$ cat src/rtl/pipe_hazard_ctrl.sv
// -----------------------------------------------------------------------------
// pipe_hazard_ctrl
// Hazard and stall controller for the decode/execute/memory stages of the
// ARM pipeline. It derives stall, flush and forward-select controls every
// cycle. These cover load-use interlocks, taken-branch redirects and
// multi-cycle data-memory waits. A watchdog flags data-memory waits that run
// too long, and a saturating counter records how many cycles Decode stalled.
//
// Ports
//   clk                      clock, all state updates on the rising edge
//   reset                    synchronous active-low reset
//   RA1D, RA2D               source registers of the Decode instruction
//   RA1E, RA2E               source registers of the Execute instruction
//   WA3E, WA3M, WA3W         destination registers in Execute/Memory/Writeback
//   RegWriteE/M/W            destination write enables per stage
//   MemtoRegE                Execute instruction is a load
//   PCSrcE                   taken branch / PC write resolved in Execute
//   MemValidM, MemReadyM     data-memory access handshake in Memory
//   StallF/D/E/M             hold the corresponding pipeline register
//   FlushD, FlushE           clear the corresponding pipeline register
//   ForwardAE, ForwardBE     operand source: 00 regfile, 01 WB, 10 MEM
//   TimeoutErr               sticky watchdog error
//   StallCount               saturating count of cycles with StallD=1
// -----------------------------------------------------------------------------
module pipe_hazard_ctrl #(
   parameter int MAX_WAIT = 15,
   parameter int CNT_W    = 16
) (
   input  logic             clk,
   input  logic             reset,
   input  logic [3:0]       RA1D,
   input  logic [3:0]       RA2D,
   input  logic [3:0]       RA1E,
   input  logic [3:0]       RA2E,
   input  logic [3:0]       WA3E,
   input  logic [3:0]       WA3M,
   input  logic [3:0]       WA3W,
   input  logic             RegWriteE,
   input  logic             RegWriteM,
   input  logic             RegWriteW,
   input  logic             MemtoRegE,
   input  logic             PCSrcE,
   input  logic             MemValidM,
   input  logic             MemReadyM,
   output logic             StallF,
   output logic             StallD,
   output logic             StallE,
   output logic             StallM,
   output logic             FlushD,
   output logic             FlushE,
   output logic [1:0]       ForwardAE,
   output logic [1:0]       ForwardBE,
   output logic             TimeoutErr,
   output logic [CNT_W-1:0] StallCount
);

   localparam logic [1:0] ST_RUN     = 2'd0;
   localparam logic [1:0] ST_MEMWAIT = 2'd1;
   localparam logic [1:0] ST_ERROR   = 2'd2;

   // Last MEMWAIT wait_cnt value before the watchdog fires. The RUN entry
   // cycle already counts as one not-ready cycle, so ERROR follows exactly
   // MAX_WAIT+1 consecutive not-ready cycles.
   localparam logic [7:0] WAIT_LAST = 8'(MAX_WAIT - 1);

   localparam logic [CNT_W-1:0] CNT_ONE = {{(CNT_W-1){1'b0}}, 1'b1};
   localparam logic [CNT_W-1:0] CNT_MAX = {CNT_W{1'b1}};

   logic [1:0]       state_q, state_d;
   logic [7:0]       wait_q, wait_d;
   logic             tmo_q, tmo_d;
   logic [CNT_W-1:0] cnt_q, cnt_d;
   logic             memstall;
   logic             ldstall;

   // Forward source for one Execute operand; the Memory result wins over
   // Writeback, and R15 is never forwarded.
   function automatic logic [1:0] fwd_sel(input logic [3:0] ra,
                                          input logic [3:0] wa_m,
                                          input logic [3:0] wa_w,
                                          input logic       we_m,
                                          input logic       we_w);
      logic [1:0] sel;
      if (ra == 4'hF) begin
         sel = 2'b00;
      end else if (we_m && (wa_m == ra)) begin
         sel = 2'b10;
      end else if (we_w && (wa_w == ra)) begin
         sel = 2'b01;
      end else begin
         sel = 2'b00;
      end
      return sel;
   endfunction

   // Hazard detection terms.
   always_comb begin
      memstall = ((state_q == ST_RUN) && MemValidM && !MemReadyM) ||
                 ((state_q == ST_MEMWAIT) && !MemReadyM) ||
                 (state_q == ST_ERROR);
      ldstall  = MemtoRegE && RegWriteE && ((WA3E == RA1D) || (WA3E == RA2D));
   end

   // Mealy stall/flush/forward outputs; a memory wait overrides everything else.
   always_comb begin
      ForwardAE = fwd_sel(RA1E, WA3M, WA3W, RegWriteM, RegWriteW);
      ForwardBE = fwd_sel(RA2E, WA3M, WA3W, RegWriteM, RegWriteW);
      if (memstall) begin
         StallF = 1'b1;
         StallD = 1'b1;
         StallE = 1'b1;
         StallM = 1'b1;
         FlushD = 1'b0;
         FlushE = 1'b0;
      end else begin
         StallF = ldstall;
         StallD = ldstall;
         StallE = 1'b0;
         StallM = 1'b0;
         FlushD = PCSrcE;
         FlushE = ldstall || PCSrcE;
      end
   end

   // Next-state logic for the FSM, watchdog counter and sticky error.
   always_comb begin
      state_d = state_q;
      wait_d  = wait_q;
      tmo_d   = tmo_q;
      case (state_q)
         ST_RUN: begin
            wait_d = 8'd0;
            if (MemValidM && !MemReadyM) begin
               state_d = ST_MEMWAIT;
            end else begin
               state_d = ST_RUN;
            end
         end
         ST_MEMWAIT: begin
            if (MemReadyM) begin
               state_d = ST_RUN;
               wait_d  = 8'd0;
            end else if (wait_q == WAIT_LAST) begin
               state_d = ST_ERROR;
               wait_d  = wait_q + 8'd1;
               tmo_d   = 1'b1;
            end else begin
               wait_d  = wait_q + 8'd1;
            end
         end
         ST_ERROR: begin
            tmo_d = 1'b1;
         end
         default: begin
            state_d = ST_RUN;
            wait_d  = 8'd0;
         end
      endcase
   end

   // Saturating stall-cycle counter increment.
   always_comb begin
      if (StallD && (cnt_q != CNT_MAX)) begin
         cnt_d = cnt_q + CNT_ONE;
      end else begin
         cnt_d = cnt_q;
      end
   end

   // State registers with synchronous active-low reset.
   always_ff @(posedge clk) begin
      if (!reset) begin
         state_q <= ST_RUN;
         wait_q  <= 8'd0;
         tmo_q   <= 1'b0;
         cnt_q   <= {CNT_W{1'b0}};
      end else begin
         state_q <= state_d;
         wait_q  <= wait_d;
         tmo_q   <= tmo_d;
         cnt_q   <= cnt_d;
      end
   end

   assign TimeoutErr = tmo_q;
   assign StallCount = cnt_q;

endmodule

$ cat config.mk
export PLATFORM = sky130hd
export DESIGN_NAME = pipe_hazard_ctrl
export DESIGN_NICKNAME = d
export VERILOG_FILES = /design/src/rtl/pipe_hazard_ctrl.sv
export SDC_FILE = /design/constraint.sdc
export NUM_CORES = 1
export LEC_CHECK = 0
export ABC_AREA = 1
export CORE_ASPECT_RATIO = 2
export CORE_MARGIN = 2
export CORE_UTILIZATION = 46
export DETAILED_ROUTE_END_ITERATION = 16
export PLACE_DENSITY = 0.91
export SYNTH_ARGS = -nofsm -noshare
export SYNTH_HDL_FRONTEND = slang
export SYNTH_SLANG_ARGS = --single-unit
$ cat constraint.sdc
create_clock -name clk -period 1.7 [get_ports clk]
set_input_delay 0.255 -clock clk [delete_from_list [all_inputs] [get_ports clk]]
set_output_delay 0.255 -clock clk [all_outputs]
set_load 0.005 [all_outputs]
=== Yosys cells after proc, flatten, opt, wreduce, memory -nomap -nowiden ===
Cells that the tools add are included.

* Input port bits: 37
* Output and inout bits: 27
* Bits in registers: 27
* Word-level logic and storage cells: 61

* Equality and inequality tests: 15
* Multiplexer cells: 19
* Bitwise gates (word level): 1
* Reductions and logical operators: 20
* $add $sub $neg: 2

{| class="wikitable"
|+ Operator list
! cell !! count
|-
| 4-bit equality test || 6
|-
| 16-bit by 1-bit adder with 16-bit output, second input constant || 1
|-
| 16-bit inequality test, second input constant || 1
|-
| 8-bit case mux with 2 select lines || 1
|-
| 2-bit 2-to-1 mux || 6
|-
| 1-bit logical AND || 11
|-
| 1-bit 2-to-1 mux || 9
|-
| 8-bit by 1-bit adder with 8-bit output, second input constant || 1
|-
| 4-bit equality test, second input constant || 2
|-
| 8-bit by 4-bit equality test with 1-bit output, second input constant || 1
|-
| 8-bit 2-to-1 mux || 1
|-
| 2-bit case mux with 3 select lines || 1
|-
| 1-bit logical OR || 4
|-
| 3-bit by 2-bit inequality test with 1-bit output, second input constant || 1
|-
| 3-bit AND reduction || 1
|-
| 2-bit by 1-bit equality test with 1-bit output, second input constant || 1
|-
| 2-bit equality test, second input constant || 1
|-
| 2-bit zero test || 1
|-
| 2-bit by 1-bit inequality test with 1-bit output, second input constant || 1
|-
| 2-bit inequality test, second input constant || 1
|-
| 1-bit case mux with 2 select lines || 1
|-
| 2-bit AND reduction || 1
|-
| 2-bit nonzero test || 1
|-
| 1-bit zero test || 1
|-
| 1-bit NOT || 1
|}

=== Depth between registers and ports, before layout ===
* Depth in word-level cells: 7
* Depth in mapped cells: 12
* Depth with buffers taken out: 12

=== Worst setup path after synthesis ===
Ideal clock, no wire load.

* Path type: reg2reg
* Start: reg cnt_q[0] (netlist: StallCount[0])
* End: reg cnt_q[6] (netlist: StallCount[6])
* Setup slack: 207 ps
* Data required time: 1,585 ps
* Setup time: 115 ps
* Period minus slack after synthesis: 1,493 ps
* Path buffers: 1
* Stages on the path, launching flop included: 12
* Data arrival time: 1,378 ps
* Cells stage by stage: dfxtp_1 ha_1 inv_1 nor2_2 nand2_2 nor2_2 nand2_2 buf_6 nand2_2 nor2_1 a21oi_1 nor2_1

* Cells in the longest elaborated chain, start to end: 2
* Elaborated cells on any way between the ends: 3
* Those cells by class: add/sub: 1; eq/ne: 1; reduce/logical: 1

{| class="wikitable"
|+ Ends and longest elaborated chain
! element !! line !! source
|-
| from (decl) || 72 || <nowiki>logic [CNT_W-1:0] cnt_q, cnt_d;</nowiki>
|-
| from (signal assigned) || 176 || <nowiki>cnt_q <= {CNT_W{1'b0}};</nowiki>
|-
| from (signal assigned) || 181 || <nowiki>cnt_q <= cnt_d;</nowiki>
|-
| branches (longest 2 deep; another with 16-bit by 1-bit adder with 16-bit output) || -- ||
|}

Several ways; the timed one is not identified.
A chain may end at the register's enable or synchronous reset.

=== Worst setup path in the final report ===
* Start: reg state_q[1]
* End: out FlushE

* Cells in the longest elaborated chain, start to end: 6
* Elaborated cells on any way between the ends: 9
* Those cells by class: eq/ne: 2; mux: 1; reduce/logical: 6

{| class="wikitable"
|+ Ends and longest elaborated chain
! element !! line !! source
|-
| from (decl) || 69 || <nowiki>logic [1:0] state_q, state_d;</nowiki>
|-
| from (signal assigned) || 178 || <nowiki>state_q <= state_d;</nowiki>
|-
| 2-bit zero test || 98 || <nowiki>memstall = ((state_q == ST_RUN) && MemValidM && !MemReadyM) ||</nowiki>
|-
| 1-bit logical AND (2 in a row) || 98 ||
|-
| 1-bit logical OR || 98 ||
|-
| 1-bit logical OR * || 99 || <nowiki>((state_q == ST_MEMWAIT) && !MemReadyM) ||</nowiki>
|-
| 1-bit 2-to-1 mux * || 108 || <nowiki>if (memstall) begin</nowiki>
|-
| to (decl) || 50 || <nowiki>output logic FlushE,</nowiki>
|}

Mark *: on every way between the ends. The rest lies on a longest branch, timed or not.

==> impl_metrics.ini <==
[clock_tree]
clk_latency_ns = 0.27
ctsRootBufferMaster = clkbuf_8
clockBufferDepth = 2
clock_sinks = 27
numCtsBuffers = 3
tritoncts = done
htree_levels = 1
cts_hold_buf = 0
clk_pin_slew_ns = 0.09

[power]
p_per_area_nw_per_um2 = 515.5
ir_worst_vdd_uv = 670.4
leakagePower_nw = 1.302

[setup_path]
start_kind = flip-flop
critical_path.max_stage_delay_ns = 0.33
crit_slowest_cell = dfxtp_2
r2r_cells = 9
crit_fanout = 3
crit_chain = inv_1, nor2_2, inv_1, nand3_2, buf_4, buf_4, a21oi_2, buf_2
cp.arrival_ns = 1.37
end_kind = output port
criticalPathCategory = flip-flop to output port
required_ns = 1.44
reg2reg_slack_ns = 0.13

[synth]
synth_top_area_frac = 0.2857
synthDistinctLibCells = 28
yosys.area.top_type = dfxtp_1
post_synth.cell_area_avg_um2 = 5.987
synthesis.nets = 356
ys_ff_latch = 27
ys_seq_area_frac = 0.2857
ys_warn_count = 0
syn-cell-area_um2 = 1892
synth_area_leaders = dfxtp_1 29%, nand2_1 15%, nor2_1 9.9%
synthCells = 316

[floorplan]
start_util = 0.4724
num_rows = 33
die_area_um2 = 4672
core_area_um2 = 4005
die_w_um = 49.35
ios = 64
fp.dieH_um = 94.69

[global_routing]
grt_max_degree = 32
grt_pass1_wl_um = 9418
antenna_found_initial = 0
first_global_vias = 2217
track_usage = 0.2473
gr-total-overflow = 0

[finish]
design_area_um2 = 2808
area_growth_pct = 48.41
drive_gt1_frac = 0.1848
antennaDiodeCount = 0
final_nets = 436

[sta]
period_share = 0.9576
max_slew_margin = 0.8124
clock.fmax_mhz = 614.3
fin_worst_skew_ns = 0.003985
rsz0062_at_grt = true
final-hold-violation-count = 0
period_needed_ns = 1.628
layout_setup_ws_ns = 0.07214
drv_slew = 0
setup_viol = 0
worst_pin_slew_ns = 0.2804
setup_tns_ns = 0

[drt]
routed_wl_um = 5674
detail-route-antenna-nets = 0
vias = 2303
drt_pass1_iterations = 4
drc_errors = 0
drtIter0Drc = 97
wl_per_cell_um = 12.69
via_per_inst = 5.152

[job]
drv_cap = 0

[worst_hold_path]
hold_path_depth = 2
hold_class = flip-flop to flip-flop

[outcome]
status = completed

[place]
dp_hpwl_um = 4182
gp_congestion = 0.8746
place_area_um2 = 2656
port_buffers = 63
dp_slack_ns = -0.5560
-- power breakdown --
| part | internal (mW) | switching [mW] |
|---|---|---|
| Clock | 0.168 | 0.204 |
| Combinational | 0.203 | 0.205 |
| Sequential | 0.651 | 0.0162 |
| Total | 1.02 | 0.425 |
-- cell usage in the layout, fill, tap and decap left out, types with 5 or more instances in the layout --
master and count:
nand3_1 21, dlymetal6s2s_1 6, nand2_1 73, dlygate4sd2_1 26, a21oi_1 29, inv_1 42
nand2_2 6, nor2_1 40, o22ai_1 5, nor2_2 10, o21ai_0 8, clkdlybuf4s50_1 24
nand4_1 7, buf_4 20, dfxtp_1 25
-- path summary, 6_finish.rpt --
kind,from,end
setup / recovery,state_q[1],FlushE
hold / removal,TimeoutErr,TimeoutErr
setup reg to reg,StallCount[0],StallCount[1]
hold reg to reg,TimeoutErr,TimeoutErr
-- what timing repair did --
item,in CTS,in global routing
endpoints found under the setup margin,12,22
setup buffers,2,1
pin swaps,5,15
gates resized for setup,68,31
-- registers in the layout, indices dropped and copies added, names as in the netlist --
register and cells:
StallCount 16, TimeoutErr 1, state_q 2, wait_q 8
-- synthesized netlist by cell type (all sizes together) --
| cell type | n |
|---|---|
| inv | 47 |
| buf | 7 |
| xor2 | 4 |
| nor3b | 2 |
| o21ai | 10 |
| nand4 | 7 |
| nand3 | 25 |
| o22ai | 6 |
| nor3 | 1 |
| ha | 3 |
| and3 | 1 |
| a2bb2oi | 1 |
| a211oi | 1 |
| a221oi | 3 |
| or2 | 2 |
| nor2 | 53 |
| clkbuf | 2 |
| dfxtp | 27 |
| nand3b | 1 |
| nand2 | 81 |
| a21oi | 32 |
-- stage by stage --
step	cells	utilization	hold WS, ns	power [mW]
global placement	440	0.6632	0.4415	1.068
detailed placement	440	0.6632	0.4654	1.082
global route	447	0.7010	0.5164	1.521
CTS	446	0.6838	0.4954	1.438
floorplan	316	-	0.4432	0.8647
finish	447	0.7010	0.4923	1.447
-- routing by layer --
| metal | wire length, um | GRT usage |
|---|---|---|
| met1 | 2441 | 0.3026 |
| met2 | 2880 | 0.4414 |
| met3 | 313 | 0.03797 |
| met4 | 38 | 0.06667 |
| met5 | 0 | 0 |
-- final cells by class --
type,instances,area [um^2]
flip-flops and latches,27,543.0
clock buffers,4,45.04
fillers,352,1197
inverters,47,178.9
multi-input cells,233,1224
repair buffers,84,752.0
well taps,52,65.06
-- kinds of logic (layout without fill, tap and decap cells) --
family,count (synthesis),count (layout),share of synthesized area
DFF,27,27,0.2857
AOI/OAI and AO/OA,53,53,0.1534
xor gates and xnor gates,4,4,0.01852
and+or+nand+nor,173,173,0.3942
adders and majority gates,3,3,0.01984
buffers and inverters,56,135,0.1283
-- critical path: cells and delay by family (launching register included) --
kind	cells	cell delay, ns
buffers and inverters	5	0.55
AND/OR/NAND/NOR	2	0.12
flip-flops	1	0.33
AO/OA/AOI/OAI	1	0.10
Note: power is estimated with default switching activity, not from simulation.
